## config.mk

```make
export PLATFORM = sky130hd
export DESIGN_NAME = pipe_stage_reg
export DESIGN_NICKNAME = d
export VERILOG_FILES = /design/src/rtl/pipe_stage_reg.sv
export SDC_FILE = /design/constraint.sdc
export NUM_CORES = 1
export LEC_CHECK = 0
export ABC_AREA = 1
export CORE_ASPECT_RATIO = 0.6
export CORE_MARGIN = 1.5
export CORE_UTILIZATION = 39
export CTS_CLUSTER_DIAMETER = 80
export DETAILED_ROUTE_END_ITERATION = 16
export GPL_TIMING_DRIVEN = 0
export SYNTH_ARGS = -nofsm -noshare
export SYNTH_HDL_FRONTEND = slang
export SYNTH_SLANG_ARGS = --single-unit
```

## constraint.sdc

```tcl
create_clock -name clk -period 1.6 [get_ports clk]
set_input_delay 0.32 -clock clk [delete_from_list [all_inputs] [get_ports clk]]
set_output_delay 0.32 -clock clk [all_outputs]
set_load 0.005 [all_outputs]
```

## src/rtl/pipe_stage_reg.sv

```systemverilog
// Two-entry in-order pipeline stage register (main + skid) with per-lane
// partial loads from a shadow copy, flush, and a saturating stall counter.
module pipe_stage_reg #(
    parameter int DATA_W = 16,
    parameter int NLANES = 4
) (
    input  logic                     clk,
    input  logic                     reset,
    input  logic                     in_valid,
    output logic                     in_ready,
    input  logic [NLANES*DATA_W-1:0] in_data,
    input  logic [NLANES-1:0]        in_lane_load,
    input  logic                     flush,
    output logic                     out_valid,
    input  logic                     out_ready,
    output logic [NLANES*DATA_W-1:0] out_data,
    output logic [1:0]               occupancy,
    output logic [15:0]              stall_count
);

    typedef enum logic [1:0] {
        EMPTY = 2'd0,
        ONE   = 2'd1,
        TWO   = 2'd2
    } state_t;

    state_t                    state_q;
    logic [NLANES*DATA_W-1:0]  main_q;
    logic [NLANES*DATA_W-1:0]  skid_q;
    logic [NLANES*DATA_W-1:0]  shadow_q;
    logic [NLANES*DATA_W-1:0]  entry_d;
    logic [15:0]               stall_q;
    logic                      accept;
    logic                      drain;

    // Handshake flags come only from registered state so in_ready never
    // depends combinationally on out_ready.
    assign occupancy   = state_q;
    assign in_ready    = (state_q != TWO);
    assign out_valid   = (state_q != EMPTY);
    assign out_data    = main_q;
    assign stall_count = stall_q;

    assign accept = in_valid && in_ready && !flush;
    assign drain  = out_valid && out_ready && !flush;

    // Lanes not loaded this accept keep the value of the last accepted entry.
    always_comb begin
        entry_d = shadow_q;
        for (int i = 0; i < NLANES; i++) begin
            if (in_lane_load[i]) begin
                entry_d[i*DATA_W +: DATA_W] = in_data[i*DATA_W +: DATA_W];
            end
        end
    end

    always_ff @(posedge clk) begin
        if (reset) begin
            state_q  <= EMPTY;
            main_q   <= '0;
            skid_q   <= '0;
            shadow_q <= '0;
            stall_q  <= '0;
        end else if (flush) begin
            state_q <= EMPTY;
        end else begin
            if (accept) begin
                shadow_q <= entry_d;
            end
            if (out_valid && !out_ready && stall_q != 16'hFFFF) begin
                stall_q <= stall_q + 16'd1;
            end
            case (state_q)
                EMPTY: begin
                    if (accept) begin
                        main_q  <= entry_d;
                        state_q <= ONE;
                    end
                end
                ONE: begin
                    if (accept && drain) begin
                        main_q <= entry_d;
                    end else if (accept) begin
                        skid_q  <= entry_d;
                        state_q <= TWO;
                    end else if (drain) begin
                        state_q <= EMPTY;
                    end
                end
                TWO: begin
                    if (drain) begin
                        main_q  <= skid_q;
                        state_q <= ONE;
                    end
                end
                default: state_q <= EMPTY;
            endcase
        end
    end

endmodule

```

==> metrics.txt, run 1 <==
status complete, but fails checks; failing checks negative setup slack; VDD IR max 0.514 mV; die width 209 um; Die Y 126 um; fillers 2424; Worst Setup Slack, final -0.105 ns; crit path to in_ready; Hold Path Class input port to register; Worst-Margin Slew 0.653 ns; Detailed Route WL between 30000 and 40000 um; internal reg-to-reg setup slack -0.08 ns; layout cell share with drive strength beyond 1 0.116; Core ar. 24600 sq um; R2R depth 8; # IOs 157; Pleak 5.96 nW; Inserted Diodes 0; Max Slew Vio Count 0; DP HPWL 22600 um; 1st-pass router iterations 5; nets ~1800; clock transition at the registers of the reported paths 0.06 ns; RR Startpoint occupancy[0]; DR iter-0 viols 795; post-synthesis cell type count 26; Crit Path Category register to output port; slew margin rel. 0.565; via count 10500; row cnt 44; total global routing overflow 0; Final Cycle Share 1.07; Seq/Total Area, Yosys 0.424; CTS H-tree depth 1; startpoint type of the worst setup path register; Pint about 0.009 W; CP max stage cell dfxtp_4; Syn Nets 1611; Post-Syn Area 9910 sq um; clk_lat worst skew 0.50 ns; Post-Synthesis Cells 1537; Largest stage delay, worst path roughly 0.36 ns; most frequent cells in the layout 438 x nand2_1, 211 x inv_1, 184 x dfxtp_1, 158 x a21oi_1, 154 x nor2_1; #FFs+latches synth 210; routed vias/inst between 5 and 6; WP data required 1.28 ns; full die area around 26000 sq um; area of the multi-input gates 4630 sq um; Initial Util 0.404; Power, Total between 0.01 and 0.015 W; Root Driver clkbuf_16; Final min period 1.71 ns; area growth from synthesis to layout 33.8%; final setup vio count 55; Setup crit start occupancy[0]; Worst Path Arrival 1.39 ns; Reg area between 4000 and 5000 sq um; DRC errors left 0; worst path cell trace inv_4 > nand2_4 > buf_8 > clkbuf_16 > buf_6; gr usage total 0.240; RD Place Congestion roughly 0.83; commonest non-fill, non-tap cell in the layout nand2_1; CTS sink cnt 210; Fin. Hold Viols 0; P_sw between 0.003 and 0.004 W; clk buf depth 3; worst-path fanout max 7; first-pass GRT wire length 50900 um; Sw Share 0.258; Logic pwr share 0.139; largest net degree at the start of global routing 14; Avg Synthesized Cell Area 6.45 sq um; Hold-fix buffers, CTS 0; synth warn 0; Post-Route Utilization 0.540; IO Port Bufs 151; Reg power frac 0.451; CTS tree done; RSZ-0062 raised after global routing yes; CTS Buf Count 21; Detail Route Antenna Nets 0; vias in the first global route 9518; RR Endpoint out_data[52]; MaxCap Viol Count 0; clock skew 0.0106 ns; antenna violations before repair 0; wire per inst 15.6 um; nature of the critical path endpoint output port; power per cell area 925 nW/um^2; clock network power share 0.411; Peak Freq slightly below 600 MHz
cell usage after synthesis:
cell        n  area [sq um]
inv_1     212           796
o21ai_0    95           475
a31oi_1    33           206
nor3_1      1          5.00
nand2_1   445          1670
o22ai_1     1          6.26
o31ai_1     1          7.51
buf_1      12          45.0
nand4_1    69           432
nor2_2      1          6.26
xnor2_1     1          8.76
ha_1        1          12.5
inv_2       4          15.0
buf_2      31           155
a21oi_1   171           856
nand2_2     2          12.5
xor2_1      3          26.3
and2_1      1          6.26
o21ai_1     8          40.0
dfxtp_1   210          4200
nand3_2     2          20.0
clkbuf_1   60           225
buf_4       2          15.0
nor2_4      1          11.3
nor2_1    159           597
nand3_1    11          55.1
final cells by class:
class	instances	area share
repair buffers	188	0.132
clock inverters	2	0.00453
multi-input cells	1007	0.349
well taps	322	0.0304
plain buffers	102	0.0534
flip-flops and latches	210	0.322
inverters	216	0.0615
clock buffers	32	0.0465
critical path: cells and delay by family, from the launching register on:
kind          cells  cell delay (ns)
buf+inv           4             0.46
simple gates      1             0.07
flops             1             0.36
cell families (layout without fill, tap and decap cells):
family	count (synthesis)	in the layout	share of synthesized area
AOI/OAI and AO/OA	309	309	0.161
xor gates and xnor gates	4	4	0.00354
adders and majority gates	1	1	0.00126
buffers and inverters	321	540	0.126
DFF	210	210	0.424
and+or+nand+nor	692	693	0.284
through the flow:
stage | hold slack, ns | std cells | TNS (ns) | setup slack [ns] | cell area (sq um)
2_1_floorplan | 0.430 | 1537 | 0 | 0.0217 | 9910
3_3_place_gp | 0.438 | 2010 | -144.15 | -1.02 | 11800
3_5_place_dp | 0.444 | 2010 | -144.80 | -1.02 | 11800
4_1_cts | 0.221 | 2072 | -0.289 | -0.136 | 13000
5_1_grt | 0.278 | 2079 | -11.83 | -0.184 | 13300
6_report | 0.218 | 2079 | -1.82 | -0.105 | 13300
power groups by stage:
stage | Clock (W) | Combinational, W | Sequential (W)
after floorplan | 0 | 0.000875 | 0.00567
after global placement | 0 | 0.00162 | 0.00567
after detailed placement | 0 | 0.00163 | 0.00567
after CTS | 0.00512 | 0.00164 | 0.00553
after global routing | 0.00535 | 0.00191 | 0.00556
final | 0.00504 | 0.00170 | 0.00553
layer usage:
| layer | track usage | vias up | wire, um |
|---|---|---|---|
| li1 | - | 5283 | - |
| met1 | 0.362 | 4772 | 16200 |
| met2 | 0.352 | 368 | 13200 |
| met3 | 0.0513 | 34 | 2620 |
| met4 | 0.0396 | 0 | 450 |
| met5 | 0 | - | 0 |
registers in the layout (all words and copies together), names as in the netlist:
register     cells
stall_count     16
skid_q          64
shadow_q        64
occupancy        2
out_data        64
repair_timing:
item / CTS / global route
cloned: 3 / 3
setup endpoints to repair: 293 / 201
setup buffers: 26 / 7
resized for setup: 242 / 73
pin swaps: 9 / 16
worst min-delay path by stage:
| stage | start | endpoint | slack [ns] | cells after the start |
|---|---|---|---|---|
| 2_1_floorplan | skid_q[0] | skid_q[0] | 0.43 | 2 |
| 3_3_place_gp | skid_q[46] | skid_q[46] | 0.44 | 2 |
| 6_report | in_lane_load[3] | shadow_q[50] | 0.22 | 3 |
| 5_1_grt | in_lane_load[3] | shadow_q[50] | 0.28 | 3 |
| 3_5_place_dp | skid_q[4] | skid_q[4] | 0.44 | 2 |
| 4_1_cts | in_lane_load[3] | shadow_q[50] | 0.22 | 3 |
No activity file was read; power rests on OpenSTA's default activity.
==> inputs of run 2 (changes only) <==
--- a/config.mk
+++ b/config.mk
@@ -7,7 +7,6 @@
 export LEC_CHECK = 0
 export ABC_AREA = 1
 export CORE_ASPECT_RATIO = 0.6
-export CORE_MARGIN = 1.5
 export CORE_UTILIZATION = 39
 export CTS_CLUSTER_DIAMETER = 80
 export DETAILED_ROUTE_END_ITERATION = 16
==> run 2 against run 1 <==
  * Combinational power up 7%
  * Sequential share of layout area down 1.1 points
  * Register-to-register slack better by 0.02 ns
  * Global-route usage about the same
  * Cell count up 0.91%
  * Clock skew down 0.0020 ns
  * Worst hold slack better by 0.00054 ns
  * Worst setup slack worse by 0.014 ns
  * Largest cell class unchanged
  * Die area down 1.3%
  * Critical endpoint unchanged
  * Clock power up 5.4%
  * The flow still finishes with violations (negative setup slack)
==> metrics.txt, run 2 (synthesis results as in run 1) <==
status complete, but fails checks; failing checks negative setup slack; first-pass GRT wire length 50400 um; RD Place Congestion around 0.80; die width 208 um; fillers 2427; Detailed Route WL 33000 um; Max Slew Vio Count 0; Pleak 6.17 nW; DR iter-0 viols just over 900; total global routing overflow 0; crit path buf inv count 4; RR Endpoint out_data[33]; WP data required 1.28 ns; R2R depth 11; metal2 WL around 13000 um; power per cell area 923 nW/um^2; DP HPWL 22600 um; RSZ-0062 raised after global routing yes; worst path cell trace inv_4 > nand2_4 > buf_8 > clkbuf_16 > buf_6; wire per inst 15.7 um; nets between 1500 and 2000; most frequent cells in the layout 430 x nand2_1, 205 x inv_1, 190 x dfxtp_1, 158 x a21oi_1, 151 x nor2_1; Reg area 4270 sq um; Die Y 125 um; top layer in use met4; largest net degree at the start of global routing 14; IO Port Bufs 151; area growth from synthesis to layout 38.3%; final setup vio count 52; via count 10500; RR Startpoint occupancy[0]; CTS Buf Count 22; Worst Path Arrival between 1 and 1.5 ns; worst-path fanout max 4; Hold Path Class input port to register; CTS sink cnt between 200 and 250; Power, Total 0.0127 W; Logic pwr share 0.144; clk buf depth 3; row cnt 44; Inserted Diodes 0; Core ar. 24600 sq um; Final Cycle Share 1.07; clock transition at the registers of the reported paths 0.07 ns; area of the multi-input gates between 4000 and 5000 sq um; wire length on met1 17100 um; Largest stage delay, worst path 0.36 ns; Crit Path Category register to output port; crit path to in_ready; routed vias/inst 5.02; slew margin rel. 0.584; antenna violations before repair 0; Pint 0.00935 W; clock skew 0.00857 ns; Worst-Margin Slew 0.624 ns; Peak Freq ~580 MHz; internal reg-to-reg setup slack -0.06 ns; DRC errors left 0; gr usage total 0.239; Critical Path Stages 5; CP top delay family buffers and inverters; VDD IR max 0.736 mV; Sw Share 0.261; nature of the critical path endpoint output port; vias in the first global route approximately 9600; metal3 WL 2050 um; CTS H-tree depth 1; fin cells 2098; 1st-pass router iterations 6; full die area 26100 sq um; # IOs 157; Root Driver clkbuf_16; Reg power frac 0.437; Fin. Hold Viols 0; Fin Setup TNS -1.42 ns; Initial Util 0.404; post-placement cell count approximately 2000; MaxCap Viol Count 0; CTS tree done; commonest non-fill, non-tap cell in the layout nand2_1; Hold-fix buffers, CTS 0; pre-CTS setup slack -1.05 ns; hold slack 0.219 ns; P_sw between 0.003 and 0.004 W; Worst Setup Slack, final -0.119 ns; layout cell share with drive strength beyond 1 0.132; CP max stage cell dfxtp_4; startpoint type of the worst setup path register; Setup crit start occupancy[0]; Detail Route Antenna Nets 0; clock network power share 0.420; Final min period 1.72 ns; clk_lat worst skew 0.51 ns
-- run 2: how the worst min path moves through the flow --
stage,startpoint,end,slack (ns),depth (start not counted)
6_report,in_lane_load[2],shadow_q[35],0.22,3
4_1_cts,in_lane_load[2],shadow_q[35],0.22,3
5_1_grt,in_lane_load[2],shadow_q[37],0.27,3
3_3_place_gp,skid_q[46],skid_q[46],0.44,2
3_5_place_dp,skid_q[26],skid_q[26],0.44,2
2_1_floorplan,skid_q[0],skid_q[0],0.43,2
-- run 2: power groups by stage --
stage	registers (W)	clock network (W)	logic (W)
2_1_floorplan	0.00567	0	0.000875
3_3_place_gp	0.00567	0	0.00162
3_5_place_dp	0.00567	0	0.00163
4_1_cts	0.00553	0.00536	0.00159
5_1_grt	0.00556	0.00563	0.00201
6_report	0.00553	0.00531	0.00182
-- run 2: area by class of cell --
type / instances / area share
multi-input cells: 1006 / 0.340
flip-flops and latches: 210 / 0.311
repair buffers: 202 / 0.150
inverters: 216 / 0.0597
plain buffers: 102 / 0.0559
clock buffers: 34 / 0.0472
well taps: 322 / 0.0294
clock inverters: 6 / 0.00611
-- run 2: stage by stage --
stage | cell area [sq um] | util
after global placement | 11800 | 0.482
after floorplan | 9910 | -
after global routing | 13700 | 0.558
final | 13700 | 0.558
after detailed placement | 11800 | 0.482
after CTS | 12900 | 0.524
-- run 2: per-layer routing --
metal  track usage  vias to the layer above
met5             0                        -
li1              -                     5311
met3        0.0369                       39
met4        0.0414                        0
met2         0.351                      309
met1         0.368                     4877
-- run 2: worst register-to-register path, delay by kind of cell, from the launching register on --
| family | cells | cell delay [ns] |
|---|---|---|
| buffers and inverters | 5 | 0.55 |
| AND/OR/NAND/NOR | 5 | 0.47 |
| AO/OA/AOI/OAI | 1 | 0.19 |
| flip-flops | 1 | 0.37 |
-- run 2: what timing repair did --
| item | in CTS | in global routing |
|---|---|---|
| setup endpoints to repair | 293 | 208 |
| pin swaps | 5 | 29 |
| setup buffers | 19 | 17 |
| cloned | 0 | 15 |
| gates resized for setup | 201 | 181 |
==> inputs of run 3 (changes only) <==
--- a/config.mk
+++ b/config.mk
@@ -11,6 +11,7 @@
 export CTS_CLUSTER_DIAMETER = 80
 export DETAILED_ROUTE_END_ITERATION = 16
 export GPL_TIMING_DRIVEN = 0
+export PLACE_DENSITY_LB_ADDON = 0.05
 export SYNTH_ARGS = -nofsm -noshare
 export SYNTH_HDL_FRONTEND = slang
 export SYNTH_SLANG_ARGS = --single-unit
==> run 3 against run 2 <==
  * The run still ends with negative setup slack left
  * Flip-flop and latch count unchanged
  * Combinational power hardly changed
  * Total power is 0.18% lower
  * Sequential power about the same
  * Via count barely moved
  * Critical path depth increased by 6
  * Die area unchanged
  * Clock skew rose by 0.0089 ns
  * Largest cell class unchanged
  * Largest power group unchanged
==> metrics.txt, run 3 (synthesis results as in run 1) <==
die width 208 um; # IOs 157; MaxCap Viol Count 0; VDD IR max 0.694 mV; most frequent cells in the layout 421 x nand2_1, 205 x inv_1, 179 x dfxtp_1, 147 x nor2_1, 138 x a21oi_1; internal reg-to-reg setup slack -0.16 ns; 1st-pass router iterations 5; final setup vio count 79; full die area 26100 sq um; status complete, but fails checks; nets 1831; commonest non-fill, non-tap cell in the layout nand2_1; clk_lat worst skew approximately 0.51 ns; Min-Delay Path Depth 3; Max Slew Vio Count 0; Final min period 1.76 ns; via count between 10000 and 15000; power per cell area 906 nW/um^2; Reg area 4280 sq um; clock transition at the registers of the reported paths 0.06 ns; Fin. Hold Viols 0; antenna violations before repair 0; IO Port Bufs 151; startpoint type of the worst setup path register; area of the multi-input gates 4880 sq um; fillers 2433; clk buf depth 3; Pleak 6.21 nW; CTS Buf Count 22; RSZ-0062 raised after global routing yes; Hold Path Class input port to register; Worst Path Arrival between 2 and 2.5 ns; Worst Hold Path EP shadow_q[37]; Root Driver clkbuf_16; vias in the first global route between 9000 and 10000; row cnt between 40 and 50; Peak Freq roughly 570 MHz; Fin Setup TNS -7.64 ns; Worst-Margin Slew around 0.74 ns; Hold Crit Start in_lane_load[2]; total global routing overflow 0; Core ar. 24600 sq um; Die Y around 130 um; slew margin rel. 0.508; Detailed Route WL 32600 um; DP HPWL 22400 um; Detail Route Antenna Nets 0; Worst Setup Slack, final -0.158 ns; layout cell share with drive strength beyond 1 0.162; worst-path fanout max 5; RR Endpoint out_data[46]; routed vias/inst 5.04; clock skew 0.0175 ns; first-pass GRT wire length ~49000 um; Inserted Diodes 0; Setup crit start occupancy[0]; RR Startpoint occupancy[0]; DR iter-0 viols roughly 800; CTS sink cnt 210; nature of the critical path endpoint register; Crit Path Category register to register; Initial Util 0.404; failing checks negative setup slack; wire per inst roughly 16 um; R2R depth 11; gr usage total 0.235; Final Cycle Share 1.10; CTS H-tree depth 1; area growth from synthesis to layout 40.7%; CTS tree done; Hold-fix buffers, CTS 0; Post-Route Utilization 0.568; DRC errors left 0; largest net degree at the start of global routing 14; RD Place Congestion 0.823; WP data required 2.00 ns
==> run 3: cell count changes in the layout (fill, tap and decap cells not counted), sizes merged <==
cell,before,now
buf,84,93
bufinv,2,0
clkbuf,106,94
clkinv,4,2
dlygate4sd2,81,83
dlymetal6s2s,1,0
==> run 3: critical path, cell delays in order (launching register included) <==
cell and delay (ns):
dfxtp_4 0.38, inv_6 0.05, buf_6 0.13, nand2_8 0.08, nand2_4 0.06, o21ai_4 0.24
buf_6 0.17, buf_12 0.15, clkbuf_16 0.14, nand4_1 0.09, nand2_1 0.10, nor2_1 0.04
==> run 3: through the flow <==
| step | power [W] | hold WS [ns] | std cells | setup slack (ns) | instance area [sq um] |
|---|---|---|---|---|---|
| 2_1_floorplan | 0.00654 | 0.430 | 1537 | 0.0217 | 9910 |
| 3_3_place_gp | 0.00729 | 0.438 | 2010 | -1.03 | 11800 |
| 3_5_place_dp | 0.00730 | 0.444 | 2010 | -1.10 | 11800 |
| 4_1_cts | 0.0125 | 0.214 | 2068 | -0.185 | 13100 |
| 5_1_grt | 0.0132 | 0.240 | 2092 | -0.197 | 13900 |
| 6_report | 0.0126 | 0.222 | 2092 | -0.158 | 13900 |
==> run 3: power by group <==
group / total (W) / leakage (nW) / switching (W) / internal [W]
sequential: 0.00553 / 1.73 / 0.000101 / 0.00543
combinational: 0.00185 / 4.11 / 0.00103 / 0.000817
clock: 0.00525 / 0.366 / 0.00219 / 0.00306
==> run 3: worst max-delay path by stage <==
| stage | to | slack [ns] | cells after the start |
|---|---|---|---|
| after detailed placement | out_data[21] | -1.10 | 8 |
| final | out_data[46] | -0.16 | 11 |
| after global placement | out_data[57] | -1.03 | 8 |
| after CTS | in_ready | -0.19 | 5 |
| after floorplan | stall_count[6] | 0.02 | 10 |
| after global routing | out_data[46] | -0.20 | 11 |
==> run 3: metal layers <==
layer | vias to the layer above | global-route usage | part of all wire
met3 | 49 | 0.0342 | 0.061
met5 | - | 0 | 0
met1 | 4877 | 0.365 | 0.51
li1 | 5302 | - | -
met2 | 309 | 0.337 | 0.41
met4 | 0 | 0.0523 | 0.022
==> run 3: layout make-up <==
cell class | count | share of cell area
flip-flops and latches | 210 | 0.307
repair buffers | 197 | 0.143
multi-input cells | 1006 | 0.350
clock buffers | 35 | 0.0517
well taps | 322 | 0.0289
inverters | 216 | 0.0590
plain buffers | 104 | 0.0593
clock inverters | 2 | 0.000718
==> run 3: timing repair <==
| item | 4_1_cts | 5_1_grt |
|---|---|---|
| resized for setup | 262 | 222 |
| gates cloned | 1 | 14 |
| pin swaps | 7 | 32 |
| setup endpoints to repair | 293 | 192 |
| setup buffers | 20 | 11 |
